==> src/rtl/operand_bank_pkg.sv <==
// operand_bank_pkg
//   Shared definitions for the operand bank: FSM state encoding and the
//   width helpers used to size the dimension ports and address counters.
//   No ports; imported by operand_bank_if, operand_bank_ram and operand_bank.
package operand_bank_pkg;

  // Controller states, fixed encodings so waveforms read the same everywhere
  typedef enum logic [2:0] {
    ST_IDLE   = 3'd0,
    ST_LOAD_W = 3'd1,
    ST_LOAD_X = 3'd2,
    ST_STREAM = 3'd3,
    ST_DONE   = 3'd4
  } state_e;

  // Width of a dimension value 0..dimMax
  function automatic int dimWidth(input int dimMax);
    return $clog2(dimMax + 1);
  endfunction

  // Width of a flat element index 0..dimMax*dimMax-1
  function automatic int cntWidth(input int dimMax);
    return $clog2(dimMax * dimMax);
  endfunction

endpackage

==> src/rtl/operand_bank_if.sv <==
// operand_bank_if
//   Bundles the operand bank's control, load and stream signals.
//   master: drives start/dims/in_valid/in_data (and mac_ready when the
//           OPERAND_BANK_BACKPRESSURE_EN macro is defined), observes the rest.
//   slave : the operand bank itself.
//   Signals: start, row_w, col_w, col_x, in_valid, in_data, in_ready,
//            data_outw, data_outx, out_valid, ld_mac, clear_mac,
//            unload_res, busy, err [, mac_ready].
interface operand_bank_if
  import operand_bank_pkg::*;
#(
  parameter int DATA_W  = 4,
  parameter int DIM_MAX = 3
) ();

  localparam int DIM_W = dimWidth(DIM_MAX);

  logic                        start;
  logic [DIM_W-1:0]            row_w;
  logic [DIM_W-1:0]            col_w;
  logic [DIM_W-1:0]            col_x;
  logic                        in_valid;
  logic [DATA_W-1:0]           in_data;
  logic                        in_ready;
  logic [DIM_MAX*DATA_W-1:0]   data_outw;
  logic [DIM_MAX*DATA_W-1:0]   data_outx;
  logic                        out_valid;
  logic [DIM_MAX*DIM_MAX-1:0]  ld_mac;
  logic [DIM_MAX*DIM_MAX-1:0]  clear_mac;
  logic                        unload_res;
  logic                        busy;
  logic                        err;
`ifdef OPERAND_BANK_BACKPRESSURE_EN
  logic                        mac_ready;
`endif

  modport master (
`ifdef OPERAND_BANK_BACKPRESSURE_EN
    output mac_ready,
`endif
    output start, row_w, col_w, col_x, in_valid, in_data,
    input  in_ready, data_outw, data_outx, out_valid, ld_mac, clear_mac,
           unload_res, busy, err
  );

  modport slave (
`ifdef OPERAND_BANK_BACKPRESSURE_EN
    input  mac_ready,
`endif
    input  start, row_w, col_w, col_x, in_valid, in_data,
    output in_ready, data_outw, data_outx, out_valid, ld_mac, clear_mac,
           unload_res, busy, err
  );

endinterface

==> src/rtl/operand_bank_ram.sv <==
// operand_bank_ram
//   DIM_MAX*DIM_MAX x DATA_W register file holding one operand matrix.
//   One synchronous write port, DIM_MAX combinational read lanes.
//   Lane l reads address base_i + l*stride_i; lanes with l >= count_i read 0.
//   Ports:
//     clk       clock, rising edge
//     we_i      write enable
//     waddr_i   write address (flat row-major index)
//     wdata_i   write data
//     base_i    read address of lane 0
//     stride_i  address step between lanes
//     count_i   number of active lanes
//     rdata_o   lane 0 in LSBs
module operand_bank_ram
  import operand_bank_pkg::*;
#(
  parameter  int DATA_W  = 4,
  parameter  int DIM_MAX = 3,
  localparam int DIM_W   = dimWidth(DIM_MAX),
  localparam int CNT_W   = cntWidth(DIM_MAX)
) (
  input  logic                      clk,
  input  logic                      we_i,
  input  logic [CNT_W-1:0]          waddr_i,
  input  logic [DATA_W-1:0]         wdata_i,
  input  logic [CNT_W-1:0]          base_i,
  input  logic [DIM_W-1:0]          stride_i,
  input  logic [DIM_W-1:0]          count_i,
  output logic [DIM_MAX*DATA_W-1:0] rdata_o
);

  localparam int DEPTH = DIM_MAX * DIM_MAX;

  logic [DATA_W-1:0] mem_q [DEPTH];

  // Storage is deliberately not reset; the controller never streams
  // contents that were not written by a completed load.
  always_ff @(posedge clk) begin
    if (we_i) begin
      mem_q[waddr_i] <= wdata_i;
    end
  end

  // Inactive lanes are masked so the MAC array sees zeros outside the
  // active dimensions. Active addresses never exceed DEPTH-1.
  always_comb begin
    rdata_o = '0;
    for (int lane = 0; lane < DIM_MAX; lane++) begin
      if (DIM_W'(lane) < count_i) begin
        rdata_o[lane*DATA_W +: DATA_W] =
          mem_q[CNT_W'(lane) * CNT_W'(stride_i) + base_i];
      end
    end
  end

endmodule

==> src/rtl/operand_bank.sv <==
// operand_bank
//   Operand store for a DIM_MAX x DIM_MAX outer-product MAC array.
//   Loads W (row_w x col_w) then X (col_w x col_x) row-major over a
//   valid/ready port, then streams one k-step per beat: column k of W on
//   data_outw and row k of X on data_outx, with per-cell ld_mac enables.
//   Pulses unload_res for one cycle once the last beat has been consumed.
//   Ports:
//     clk   clock, rising edge
//     rst   asynchronous active-high reset
//     bus   operand_bank_if.slave (control, load port, stream port, status)
//   Configuration:
//     OPERAND_BANK_BACKPRESSURE_EN  adds bus.mac_ready; a beat is consumed
//     only on out_valid & mac_ready, and ld_mac is gated by mac_ready.
module operand_bank
  import operand_bank_pkg::*;
#(
  parameter int DATA_W  = 4,
  parameter int DIM_MAX = 3
) (
  input logic          clk,
  input logic          rst,
  operand_bank_if.slave bus
);

  localparam int DIM_W  = dimWidth(DIM_MAX);
  localparam int CNT_W  = cntWidth(DIM_MAX);
  localparam int PROD_W = 2 * DIM_W;

  state_e           state_q;
  logic [DIM_W-1:0] rowW_q, colW_q, colX_q;
  logic [DIM_W-1:0] k_q;
  logic [CNT_W-1:0] cnt_q;
  logic             err_q;
  logic             clear_q;

  logic                       dimsOk_d;
  logic                       loading_d;
  logic                       stream_d;
  logic                       xfer_d;
  logic                       beat_d;
  logic                       wLast_d, xLast_d, kLast_d;
  logic [PROD_W-1:0]          wTotal_d, xTotal_d;
  logic [CNT_W-1:0]           xBase_d;
  logic [DIM_MAX*DATA_W-1:0]  wRd_d, xRd_d;
  logic [DIM_MAX*DIM_MAX-1:0] ldMask_d;

  // Decode of the current state plus the end-of-phase comparisons.
  // Element counts are compared as "index == total-1" so the counter never
  // has to hold the full DIM_MAX^2 value.
  always_comb begin
    dimsOk_d  = (bus.row_w != '0) && (bus.row_w <= DIM_W'(DIM_MAX)) &&
                (bus.col_w != '0) && (bus.col_w <= DIM_W'(DIM_MAX)) &&
                (bus.col_x != '0) && (bus.col_x <= DIM_W'(DIM_MAX));
    loading_d = (state_q == ST_LOAD_W) || (state_q == ST_LOAD_X);
    stream_d  = (state_q == ST_STREAM);
    xfer_d    = bus.in_valid && loading_d;
`ifdef OPERAND_BANK_BACKPRESSURE_EN
    beat_d    = stream_d && bus.mac_ready;
`else
    beat_d    = stream_d;
`endif
    wTotal_d  = PROD_W'(rowW_q) * PROD_W'(colW_q);
    xTotal_d  = PROD_W'(colW_q) * PROD_W'(colX_q);
    wLast_d   = (PROD_W'(cnt_q) == wTotal_d - PROD_W'(1));
    xLast_d   = (PROD_W'(cnt_q) == xTotal_d - PROD_W'(1));
    kLast_d   = (k_q == colW_q - DIM_W'(1));
    xBase_d   = CNT_W'(k_q) * CNT_W'(colX_q);
  end

  // Controller: dimension latch, load counter and k-step counter.
  // Loads write at the running flat index, which is exactly the row-major
  // index because elements arrive in row-major order.
  always_ff @(posedge clk or posedge rst) begin
    if (rst) begin
      state_q <= ST_IDLE;
      rowW_q  <= '0;
      colW_q  <= '0;
      colX_q  <= '0;
      k_q     <= '0;
      cnt_q   <= '0;
      err_q   <= 1'b0;
      clear_q <= 1'b0;
    end else begin
      err_q   <= 1'b0;
      clear_q <= 1'b0;
      unique case (state_q)
        ST_IDLE: begin
          if (bus.start) begin
            if (dimsOk_d) begin
              rowW_q  <= bus.row_w;
              colW_q  <= bus.col_w;
              colX_q  <= bus.col_x;
              cnt_q   <= '0;
              k_q     <= '0;
              clear_q <= 1'b1;
              state_q <= ST_LOAD_W;
            end else begin
              err_q <= 1'b1;
            end
          end
        end
        ST_LOAD_W: begin
          if (xfer_d) begin
            if (wLast_d) begin
              cnt_q   <= '0;
              state_q <= ST_LOAD_X;
            end else begin
              cnt_q <= cnt_q + CNT_W'(1);
            end
          end
        end
        ST_LOAD_X: begin
          if (xfer_d) begin
            if (xLast_d) begin
              cnt_q   <= '0;
              k_q     <= '0;
              state_q <= ST_STREAM;
            end else begin
              cnt_q <= cnt_q + CNT_W'(1);
            end
          end
        end
        ST_STREAM: begin
          if (beat_d) begin
            if (kLast_d) begin
              k_q     <= '0;
              state_q <= ST_DONE;
            end else begin
              k_q <= k_q + DIM_W'(1);
            end
          end
        end
        ST_DONE: begin
          state_q <= ST_IDLE;
        end
        default: begin
          state_q <= ST_IDLE;
        end
      endcase
    end
  end

  // W is read down a column: lane i sits at i*col_w + k.
  operand_bank_ram #(.DATA_W(DATA_W), .DIM_MAX(DIM_MAX)) uRamW (
    .clk      (clk),
    .we_i     (xfer_d && (state_q == ST_LOAD_W)),
    .waddr_i  (cnt_q),
    .wdata_i  (bus.in_data),
    .base_i   (CNT_W'(k_q)),
    .stride_i (colW_q),
    .count_i  (rowW_q),
    .rdata_o  (wRd_d)
  );

  // X is read along a row: lane j sits at k*col_x + j.
  operand_bank_ram #(.DATA_W(DATA_W), .DIM_MAX(DIM_MAX)) uRamX (
    .clk      (clk),
    .we_i     (xfer_d && (state_q == ST_LOAD_X)),
    .waddr_i  (cnt_q),
    .wdata_i  (bus.in_data),
    .base_i   (xBase_d),
    .stride_i (DIM_W'(1)),
    .count_i  (colX_q),
    .rdata_o  (xRd_d)
  );

  // Cell (i,j) loads only on a consumed beat inside the active M x N block.
  always_comb begin
    ldMask_d = '0;
    for (int i = 0; i < DIM_MAX; i++) begin
      for (int j = 0; j < DIM_MAX; j++) begin
        if (beat_d && (DIM_W'(i) < rowW_q) && (DIM_W'(j) < colX_q)) begin
          ldMask_d[i*DIM_MAX + j] = 1'b1;
        end
      end
    end
  end

  // Status outputs decode directly from registered state, so they are all
  // zero as soon as reset asserts and data lanes stay zero outside STREAM.
  assign bus.in_ready   = loading_d;
  assign bus.out_valid  = stream_d;
  assign bus.busy       = (state_q != ST_IDLE);
  assign bus.unload_res = (state_q == ST_DONE);
  assign bus.err        = err_q;
  assign bus.clear_mac  = {(DIM_MAX*DIM_MAX){clear_q}};
  assign bus.ld_mac     = ldMask_d;
  assign bus.data_outw  = stream_d ? wRd_d : '0;
  assign bus.data_outx  = stream_d ? xRd_d : '0;

endmodule

==> src/flat_wrapper.sv <==
// flat-port wrapper written by rule: the top's interface ports become plain ports
module operand_bank_flat import operand_bank_pkg::*;
#(
  parameter int DATA_W  = 4,
  parameter int DIM_MAX = 3
)
  (clk, rst, bus_start, bus_row_w, bus_col_w, bus_col_x, bus_in_valid, bus_in_data, bus_in_ready, bus_data_outw, bus_data_outx, bus_out_valid, bus_ld_mac, bus_clear_mac, bus_unload_res, bus_busy, bus_err);
  operand_bank_if #(.DATA_W(DATA_W), .DIM_MAX(DIM_MAX)) bus_i ();
  input logic clk;
  input logic rst;
  input wire logic [$bits(bus_i.start)-1:0] bus_start;
  input wire logic [$bits(bus_i.row_w)-1:0] bus_row_w;
  input wire logic [$bits(bus_i.col_w)-1:0] bus_col_w;
  input wire logic [$bits(bus_i.col_x)-1:0] bus_col_x;
  input wire logic [$bits(bus_i.in_valid)-1:0] bus_in_valid;
  input wire logic [$bits(bus_i.in_data)-1:0] bus_in_data;
  output wire logic [$bits(bus_i.in_ready)-1:0] bus_in_ready;
  output wire logic [$bits(bus_i.data_outw)-1:0] bus_data_outw;
  output wire logic [$bits(bus_i.data_outx)-1:0] bus_data_outx;
  output wire logic [$bits(bus_i.out_valid)-1:0] bus_out_valid;
  output wire logic [$bits(bus_i.ld_mac)-1:0] bus_ld_mac;
  output wire logic [$bits(bus_i.clear_mac)-1:0] bus_clear_mac;
  output wire logic [$bits(bus_i.unload_res)-1:0] bus_unload_res;
  output wire logic [$bits(bus_i.busy)-1:0] bus_busy;
  output wire logic [$bits(bus_i.err)-1:0] bus_err;
  assign bus_i.start = bus_start;
  assign bus_i.row_w = bus_row_w;
  assign bus_i.col_w = bus_col_w;
  assign bus_i.col_x = bus_col_x;
  assign bus_i.in_valid = bus_in_valid;
  assign bus_i.in_data = bus_in_data;
  assign bus_in_ready = bus_i.in_ready;
  assign bus_data_outw = bus_i.data_outw;
  assign bus_data_outx = bus_i.data_outx;
  assign bus_out_valid = bus_i.out_valid;
  assign bus_ld_mac = bus_i.ld_mac;
  assign bus_clear_mac = bus_i.clear_mac;
  assign bus_unload_res = bus_i.unload_res;
  assign bus_busy = bus_i.busy;
  assign bus_err = bus_i.err;
  operand_bank #(.DATA_W(DATA_W), .DIM_MAX(DIM_MAX)) u_core (.clk(clk), .rst(rst), .bus(bus_i));
endmodule
==> config.mk <==
export PLATFORM = sky130hd
export DESIGN_NAME = operand_bank_flat
export DESIGN_NICKNAME = d
export VERILOG_FILES = /design/src/rtl/operand_bank_pkg.sv /design/src/rtl/operand_bank_if.sv /design/src/rtl/operand_bank_ram.sv /design/src/rtl/operand_bank.sv /design/src/flat_wrapper.sv
export SDC_FILE = /design/constraint.sdc
export NUM_CORES = 1
export LEC_CHECK = 0
export CORE_ASPECT_RATIO = 1.75
export CORE_UTILIZATION = 45
export DETAILED_ROUTE_END_ITERATION = 10
export PLACE_DENSITY = 0.7
export SYNTH_ARGS = -nofsm -noshare
export SYNTH_HDL_FRONTEND = slang
export SYNTH_HIERARCHICAL = 1
export SYNTH_SLANG_ARGS = --single-unit
==> constraint.sdc <==
create_clock -name clk -period 3.5 [get_ports clk]
set_clock_uncertainty 0.05 [all_clocks]
set_input_delay 0.7 -clock clk [delete_from_list [all_inputs] [get_ports clk]]
set_output_delay 0.7 -clock clk [all_outputs]
set_load 0.02 [all_outputs]
==> summary.md, run 1 <==
| Metric | Value |
|---|---|
| Status | finished with violations |
| Violated checks | negative setup slack |
| Vias in the first global route | 4725 |
| CTS Buf Count | 9 |
| Die width | 88.8 µm |
| Setup WS post-layout | -300 ps |
| Period minus WS final | 3800 ps |
| Final setup violation count | 9 |
| Mux cell area share after synthesis | 22.5% |
| Worst setup SP type | flop |
| Synth Area in Simple Gates | 12.2% |
| Register bit count reported by yosys | 89 |
| Yosys cell types | 56 |
| Row count | 55 |
| Fin crit share | 109% |
| Dominant cell type by area after synthesis | edfxtp_1 |
| Internal power | 4210 µW |
| Comb pwr share | 66.1% |
| Nets@finish | 607 |
| Maximum fanout along the worst path | 6 |
| Clk_lat worst skew | 340 ps |
| Most frequent cells after synthesis | edfxtp_1 (72), and2_1 (35), mux4_2 (35), nor2_1 (35), mux2i_1 (25) |
| Post-Route Utilization | 59.7% |
| Ys async rst share | 19.1% |
| IO Count | 61 |
| Net Switching | 2880 µW |
| Initial DRC count | 254 |
| Hold Path Class | flop to flop |
| PwrDens | 923 nW/µm² |
| Final HPWL DP | 12000 µm |
| Antenna Cells | 0 |
| Clk network pwr share | 13.6% |
| Post-Place Cells | 724 |
| # Max-Cap Violations | 0 |
| Post-synth top area share | 36.5% |
| Syn Area/Cell | 12.5 µm² |
| Core area | 12900 µm² |
| Slew headroom | 38.3% |
| Adder-cell share of the synthesized area | 4.77% |
| Clk slew on worst S/H paths | 60 ps |
| XOR/XNOR Fraction of Synth Area | 2.47% |
| Sequential fraction of the synthesis area | 43.6% |
| Routed WL | 16200 µm |
| Crit path launch | u_core/colX_q[1]$_DFFE_PP0P_ |
| Initial antenna violation count | 0 |
| Final Hold Violating Endpoints | 0 |
| Count leader, synth | edfxtp_1 |
| Post-route setup TNS | -1990 ps |
| Arr. time, crit path | 3050 ps |
| Crit path cell chain | and2_4 -> ha_4 -> buf_6 -> fa_2 -> xnor2_4 -> buf_6 -> buf_8 -> mux2i_4 -> o2bb2ai_1 -> o31ai_1 -> and2_1 -> buf_6 |
| Final Wtd Congestion | 0.917 |
| Area growth syn-to-layout | 29.7% |
| H-tree Lvls | 3 |
| Clock buffer depth | 2 |
| Crit path buf inv count | 4 |
| Crit-path slowest cell | fa_2 |
| Tightest Pin Transition | 918 ps |
| First drt pass iteration count | 4 |
| Post-DRT Antenna Nets | 0 |
| Synth top area cells | edfxtp_1 (36%), mux4_2 (13%), dfrtp_1 (7.2%) |
| Die height | 154 µm |
| R2r startpoint | u_core/colX_q[1]$_DFFE_PP0P_ |
| DRC | 0 |
| Complex-gate fraction of the synthesized area | 10.2% |
| Synth Instances | 474 |
| Initial Util | 46.1% |
| Final Max Tran Viols | 0 |
| RSZ-0062 raised after global routing | true |
| CP required | 2750 ps |
| Crit-path leading delay family | adder cells |
| Synth warnings | 6 |
| Total GRT Usage | 25.8% |
| # port buffers | 60 |
| Switching Share | 40.6% |
| Fin cells | 750 |
| Cell area after synthesis | 5930 µm² |
| Largest net degree at the start of global routing | 28 |
| CP Class | flop to output port |
| TritonCTS Sinks | 89 |
| Largest family of logic cells by synthesized area | multiplexers |
| Routed length per instance | 21.6 µm |
| Most used cell, CP | buf_6 |
| Seq pwr share | 20.3% |
| Overflow after GRT | 0 |
| Peak VDD IR | 358 µV |
| Commonest register cell after synthesis | edfxtp_1 |
| Crit path largest cell delay | 420 ps |
| Die area | 13700 µm² |
| Total power | 7090 µW |
| Fmax | 0.263 GHz |
| Hold Crit Start | u_core/state_q[1]$_DFFE_PP0P_ |
| TritonCTS clock tree | built |
| Layout cells sized above 1 | 33.0% |
| First-pass GRT wire length | 25500 µm |
| Crit end category | output port |
| Hold Slack | 611 ps |
| Clock root buffer | clkbuf_16 |
| Leak | 0.00284 µW |
| Number of synthesized flops with an enable pin | 72 |
| Vias | 4428 |
| DR vias/cell | 5.90 |
[kinds of logic after synthesis]
| family | Yosys count |
|---|---|
| AO/OA/AOI/OAI | 81 |
| XOR/XNOR | 15 |
| adder cells (fa/ha/maj) | 19 |
| buffers and inverters | 47 |
| flip-flops | 89 |
| multiplexers | 85 |
| other | 2 |
| AND/OR/NAND/NOR | 136 |
[worst paths after layout]
check	end	slack, ps	cells past startpoint
setup / recovery	bus_data_outx[7]	-300	12
hold / removal	u_core/state_q[1]$_DFFE_PP0P_	610	2
setup reg to reg	u_core/cnt_q[2]$_DFFE_PP0P_	390	11
hold reg to reg	u_core/state_q[1]$_DFFE_PP0P_	610	2
max in group asynchronous	u_core/colX_q[0]$_DFFE_PP0P_	2190	2
min in group asynchronous	u_core/bus.err$_DFF_PP0_	730	2
[per-layer routing]
| metal | track usage, % | vias to the layer above | wire length (µm) |
|---|---|---|---|
| met4 | 20.0 | 0 | 1210 |
| met2 | 46.7 | 135 | 9270 |
| met1 | 24.2 | 2212 | 5140 |
| li1 | - | 2006 | - |
| met5 | 0 | - | 0 |
| met3 | 5.21 | 75 | 555 |
[worst min-delay path, stage by stage (launching register included)]
cell,delay (ps)
dfrtp_1,470
a21oi_1,100
nand2_1,60
[cell usage in the layout, fill, tap and decap left out, drive strengths merged, types with 2 or more instances in the layout]
| cell type | Yosys | final |
|---|---|---|
| edfxtp | 72 | 72 |
| buf | 22 | 64 |
| clkdlybuf4s50 | 0 | 40 |
| and2 | 37 | 37 |
| mux4 | 36 | 36 |
| nor2 | 35 | 35 |
| mux2i | 25 | 25 |
| mux2 | 24 | 24 |
| inv | 19 | 23 |
| nand2 | 22 | 22 |
| dfrtp | 17 | 17 |
| a21oi | 13 | 13 |
| clkbuf | 6 | 13 |
| ha | 13 | 13 |
| conb | 2 | 10 |
| nand2b | 10 | 10 |
| o21ai | 10 | 10 |
| a211oi | 10 | 10 |
| o22ai | 9 | 9 |
| xnor2 | 9 | 9 |
| o211ai | 7 | 7 |
| nor3 | 7 | 7 |
| xor2 | 6 | 6 |
| o221ai | 6 | 6 |
| o31ai | 6 | 6 |
| fa | 6 | 6 |
| o2bb2ai | 6 | 6 |
| and3 | 5 | 5 |
| nand3b | 4 | 4 |
| a21o | 4 | 4 |
| or2 | 4 | 4 |
| clkinvlp | 0 | 2 |
| or2b | 2 | 2 |
| o41ai | 2 | 2 |
| a22o | 2 | 2 |
| or3 | 2 | 2 |
| or3b | 2 | 2 |
| nor4 | 2 | 2 |
| a21boi | 2 | 2 |
[cell type report]
| cell class | count | area, µm² |
|---|---|---|
| Clock buffer | 9 | 225 |
| Clock inverter | 7 | 82.6 |
| Fill cell | 991 | 5180 |
| Inverter | 19 | 71.3 |
| Multi-Input combinational cell | 346 | 3430 |
| Sequential cell | 89 | 2590 |
| Tap cell | 171 | 214 |
| Timing Repair Buffer | 109 | 1080 |
[state kept, by name, summed over array words and instances (netlist names)]
name                count
u_core/bus.err          1
u_core/clear_q          1
u_core/cnt_q            4
u_core/colW_q           2
u_core/colX_q           2
u_core/k_q              2
u_core/rowW_q           2
u_core/state_q          3
u_core/uRamW/mem_q     36
u_core/uRamX/mem_q     36
[power by group through the flow]
stage | registers [µW] | clock network, µW | logic, µW
3_3_place_gp | 1430 | 0 | 3890
2_1_floorplan | 1440 | 0 | 2740
6_report | 1440 | 968 | 4690
5_1_grt | 1460 | 1030 | 4990
3_5_place_dp | 1450 | 0 | 3970
4_1_cts | 1430 | 984 | 4590
[repair_timing]
item	in CTS	in global routing
endpoints found under the hold margin	0	0
cloned	2	0
setup endpoints to repair	20	20
resized for setup	153	29
hold buffers	0	0
buffers inserted	10	3
pin swaps	21	16
[per-stage QoR]
step	worst slack [ps]	cell area [µm²]
floorplan	3.01	5990
global route	-378	7690
detailed placement	-412	6970
global placement	-340	6970
finish	-300	7690
CTS	-324	7660
Power figures use the tool's default switching activity.
==> run 2, diff against run 1 <==
Settings changed: GPL_TIMING_DRIVEN set to 0, SETUP_SLACK_MARGIN set to 0.05.
==> run 2 against run 1 <==
Effect of this change:
- the run still ends with negative setup slack left
- hold slack worse by 4.2 ps
- critical path depth unchanged
- total power increased by 3.8%
- via count up 1.2%
- non-clock buffer count up 18
- clock power is 2% higher
- global-route usage up 0.42 points
- first-iteration DRC count decreased by 12%
- largest power group unchanged
==> summary.md, run 2 (same netlist as run 1, synthesis figures left out) <==
| Metric | Value |
|---|---|
| Antenna Cells | 0 |
| Area growth syn-to-layout | 31.4% |
| Largest net degree at the start of global routing | 19 |
| TritonCTS Sinks | 89 |
| Total power | 7360 µW |
| Largest regs | u_core/uRamW/mem_q x36, u_core/uRamX/mem_q x36, u_core/cnt_q x4 |
| DR vias/cell | 5.83 |
| Final Hold Violating Endpoints | 0 |
| Routed WL | 16700 µm |
| Worst reg2reg path depth | 11 |
| Peak VDD IR | 427 µV |
| CP required | 2750 ps |
| Initial DRC count | 223 |
| Leak | 0.00295 µW |
| Hold Path Class | flop to flop |
| Final HPWL DP | 12000 µm |
| Worst setup SP type | flop |
| H-tree Lvls | 3 |
| Core area | 12900 µm² |
| First-pass GRT wire length | 25900 µm |
| First drt pass iteration count | 4 |
| Final setup violation count | 15 |
| Die height | 154 µm |
| Place WS | -858 ps |
| IO Count | 61 |
| # Max-Cap Violations | 0 |
| Vias in the first global route | 4661 |
| Arr. time, crit path | 3250 ps |
| RSZ-0062 raised after global routing | true |
| Initial antenna violation count | 0 |
| DRC | 0 |
| Fin crit share | 114% |
| Clk slew on worst S/H paths | 60 ps |
| WHS Path Cells | 2 |
| Slew headroom | 34.4% |
| CTS hold repair buffers | 0 |
| Final Wtd Congestion | 0.914 |
| Tightest Pin Transition | 975 ps |
| Vias | 4481 |
| Clock root buffer | clkbuf_16 |
| Routed length per instance | 21.7 µm |
| Crit end category | output port |
| Clk_lat worst skew | 340 ps |
| Most frequent cells in the layout | edfxtp_1 (72), buf_4 (38), clkdlybuf4s50_1 (37), nor2_1 (35), mux4_2 (35) |
| Post-DRT Antenna Nets | 0 |
| Clock buffer depth | 2 |
| Overflow after GRT | 0 |
| Die area | 13700 µm² |
| CP Class | flop to output port |
| Die width | 88.8 µm |
| Total GRT Usage | 26.3% |
| Final Max Tran Viols | 0 |
| Period minus WS final | 4000 ps |
| Violated checks | negative setup slack |
| Fmax | 0.250 GHz |
| Status | finished with violations |
| Row count | 55 |
| Maximum fanout along the worst path | 6 |
| Nets@finish | 625 |
| Commonest non-fill, non-tap cell in the layout | edfxtp_1 |
| Layout cells sized above 1 | 33.3% |
| Setup WS post-layout | -496 ps |
| Initial Util | 46.1% |
| PwrDens | 946 nW/µm² |
| CTS Buf Count | 9 |
| # port buffers | 60 |
| TritonCTS clock tree | built |
-- run 2: area by class of cell --
class,instances,area [µm²]
clock buffer,9,225
sequential,89,2590
multi-input combinational,346,3430
clock inverter,7,85.1
inverter,19,71.3
buffer,26,193
fill,1043,5080
tap,171,214
timing repair buffer,101,973
-- run 2: per-layer routing --
layer	up-vias	global-route usage [%]	wire length (µm)
met3	56	3.76	566
met5	-	0	0
li1	2040	-	-
met2	127	50.2	9830
met1	2258	25.1	5220
met4	0	16.0	1070
-- run 2: final timing paths --
check	startpoint	endpoint	slack, ps
max in group asynchronous	rst	u_core/colX_q[1]$_DFFE_PP0P_	2220
min reg2reg	u_core/state_q[1]$_DFFE_PP0P_	u_core/state_q[1]$_DFFE_PP0P_	610
min	u_core/state_q[1]$_DFFE_PP0P_	u_core/state_q[1]$_DFFE_PP0P_	610
min in group asynchronous	rst	u_core/state_q[1]$_DFFE_PP0P_	710
max reg2reg	u_core/colX_q[1]$_DFFE_PP0P_	u_core/cnt_q[2]$_DFFE_PP0P_	410
max	u_core/k_q[1]$_DFFE_PP0P_	bus_data_outx[10]	-500
-- run 2: where the power goes --
part	switching, µW	total [µW]	leakage (µW)	internal [µW]
Sequential	212	1480	0.000857	1270
Clock	367	983	0.000146	616
Combinational	2430	4900	0.00194	2470
Total	3000	7360	0.00295	4360
-- run 2: critical path, stage by stage, from the launching register on --
cell,delay [ps]
dfrtp_2,420
and2_4,150
ha_4,160
ha_4,270
buf_8,90
inv_2,30
fa_1,550
buf_6,150
mux4_2,510
mux2i_1,170
a211oi_1,120
and2_4,170
buf_6,120
-- run 2: metrics by stage --
stage                     cells  cell area (µm²)  util, %  hold slack, ps  setup TNS, ps
after floorplan             482             5990        -             517              0
after global placement      713             6800     52.9             561          -7620
after detailed placement    713             6800     52.9             580          -8490
after CTS                   761             7670     59.6             597          -4670
after global routing        768             7790     60.5             657          -5490
final                       768             7790     60.5             606          -3900
-- run 2: timing repair --
| item | in CTS | in global routing |
|---|---|---|
| pin swaps | 20 | 21 |
| gates cloned | 1 | 0 |
| setup endpoints to repair | 23 | 23 |
| resized for setup | 146 | 21 |
| buffers inserted | 33 | 10 |
==> run 3, diff against run 2 <==
Settings changed: GPL_ROUTABILITY_DRIVEN set to 0.
==> run 3 against run 2 <==
Effect of this change:
- the run still ends with negative setup slack left
- highest routed layer unchanged
- sequential power barely moved
- critical endpoint unchanged
- worst setup slack got worse by 9.3 ps
- critical path type unchanged
- register-to-register slack improved by 50 ps
==> summary.md, run 3 (same netlist as run 1, synthesis figures left out) <==
| Metric | Value |
|---|---|
| Most frequent cells in the layout | edfxtp_1 (72), clkdlybuf4s50_1 (40), nor2_1 (35), mux4_2 (35), buf_4 (33) |
| Hold Path Class | flop to flop |
| Layout cells sized above 1 | 32.1% |
| Fmax | 0.250 GHz |
| Largest net degree at the start of global routing | 19 |
| Peak VDD IR | 341 µV |
| PwrDens | 922 nW/µm² |
| Arr. time, crit path | 3260 ps |
| Post-Route Utilization | 59.3% |
| Clk network pwr share | 12.4% |
| TritonCTS Sinks | 89 |
| Net Switching | 2940 µW |
| Area growth syn-to-layout | 28.7% |
| Clk slew on worst S/H paths | 60 ps |
| Switching Share | 41.9% |
| Die width | 88.8 µm |
| Initial antenna violation count | 0 |
| Vias | 4503 |
| Core area | 12900 µm² |
| Maximum fanout along the worst path | 5 |
| First-pass GRT wire length | 24800 µm |
| CP Class | flop to output port |
| Final HPWL DP | 11600 µm |
| Final Max Tran Viols | 0 |
| Post-Place Cells | 713 |
| Comb pwr share | 66.5% |
| Routed WL | 16000 µm |
| Overflow after GRT | 0 |
| Post-route setup TNS | -3170 ps |
| Final Hold Violating Endpoints | 0 |
| Initial Util | 46.1% |
| First drt pass iteration count | 5 |
| Internal power | 4090 µW |
| Leak | 0.00281 µW |
| Seq pwr share | 21.1% |
| Clk_lat worst skew | 340 ps |
| Commonest non-fill, non-tap cell in the layout | edfxtp_1 |
| DRC | 0 |
| Total GRT Usage | 25.1% |
| Die height | 154 µm |
| FF+latch area | 2590 µm² |
| Nets@finish | 616 |
| Post-DRT Antenna Nets | 0 |
| Tightest Pin Transition | 1060 ps |
| # port buffers | 60 |
| Vias in the first global route | 4617 |
| Worst setup SP type | flop |
| H-tree Lvls | 3 |
| TritonCTS clock tree | built |
| Clock buffer depth | 2 |
| Row count | 55 |
| Clock root buffer | clkbuf_16 |
| CTS Buf Count | 9 |
| Final setup violation count | 11 |
| Initial DRC count | 333 |
| Violated checks | negative setup slack |
| Fin crit share | 114% |
| # Max-Cap Violations | 0 |
| DR vias/cell | 5.93 |
| Routed length per instance | 21.1 µm |
| CP required | 2750 ps |
| Multi-input gate area | 3400 µm² |
| Crit end category | output port |
| Filler Cells Inserted | 1013 |
| CTS hold repair buffers | 0 |
| Period minus WS final | 4010 ps |
| Fin cells | 759 |
| Slew headroom | 28.5% |
| Setup WS post-layout | -506 ps |
| Antenna Cells | 0 |
| Hold Slack | 616 ps |
| Largest regs | u_core/uRamW/mem_q x36, u_core/uRamX/mem_q x36, u_core/cnt_q x4 |
| RSZ-0062 raised after global routing | true |
| Status | finished with violations |
| Die area | 13700 µm² |
| IO Count | 61 |
[run 3: cell count changes in the layout (fill, tap and decap cells not counted), sizes merged]
cell,delta
inv,+3
clkdlybuf4s15,+1
clkinv,-1
clkdlybuf4s50,+3
dlygate4sd2,-1
bufinv,-2
dlymetal6s2s,-3
buf,-9
[run 3: cell type report]
cell class / count / area share (%)
Timing Repair Buffer: 90 / 11.3
Buffer: 28 / 2.67
Multi-Input combinational cell: 346 / 44.6
Sequential cell: 89 / 34.0
Tap cell: 171 / 2.80
Inverter: 19 / 0.968
Clock inverter: 7 / 0.705
Clock buffer: 9 / 2.95
[run 3: power groups by stage]
stage               combinational (µW)  clock [µW]  sequential, µW
floorplan                         2740           0            1440
global placement                  3570           0            1530
detailed placement                3650           0            1550
CTS                               4470         892            1480
global route                      4970         937            1510
finish                            4680         873            1490
[run 3: critical path, cell delays in order (launching register included)]
cell and delay, ps:
dfrtp_2 430, and2_4 150, ha_4 160, ha_4 270, buf_8 90, inv_2 30
fa_1 550, buf_6 150, mux4_2 500, mux2i_1 200, a211oi_1 100, and2_4 170
buf_6 120
[run 3: per-layer routing]
layer / routed length (µm) / global-route usage (%)
met5: 0 / 0
met4: 905 / 17.5
met3: 605 / 3.92
met2: 9410 / 46.0
met1: 5130 / 24.6
[run 3: timing repair]
item / 4_1_cts / 5_1_grt
setup buffers: 25 / 4
gates cloned: 1 / 0
pin swaps: 23 / 14
endpoints found under the setup margin: 24 / 27
resized for setup: 138 / 18
[run 3: metrics by stage]
stage	worst slack, ps	total power (µW)	area (µm²)
2_1_floorplan	3.01	4190	5990
3_3_place_gp	-788	5100	6800
3_5_place_dp	-847	5200	6800
4_1_cts	-534	6840	7540
5_1_grt	-591	7420	7630
6_report	-506	7030	7630
[run 3: worst paths after layout]
path	from	end	slack [ps]	cells past startpoint
setup / recovery	u_core/k_q[1]$_DFFE_PP0P_	bus_data_outx[10]	-510	12
hold / removal	u_core/state_q[0]$_DFFE_PP0P_	u_core/state_q[0]$_DFFE_PP0P_	620	2
setup reg to reg	u_core/rowW_q[0]$_DFFE_PP0P_	u_core/cnt_q[2]$_DFFE_PP0P_	460	9
hold reg to reg	u_core/state_q[0]$_DFFE_PP0P_	u_core/state_q[0]$_DFFE_PP0P_	620	2
max in group asynchronous	rst	u_core/k_q[1]$_DFFE_PP0P_	2210	2
min in group asynchronous	rst	u_core/bus.err$_DFF_PP0_	710	2
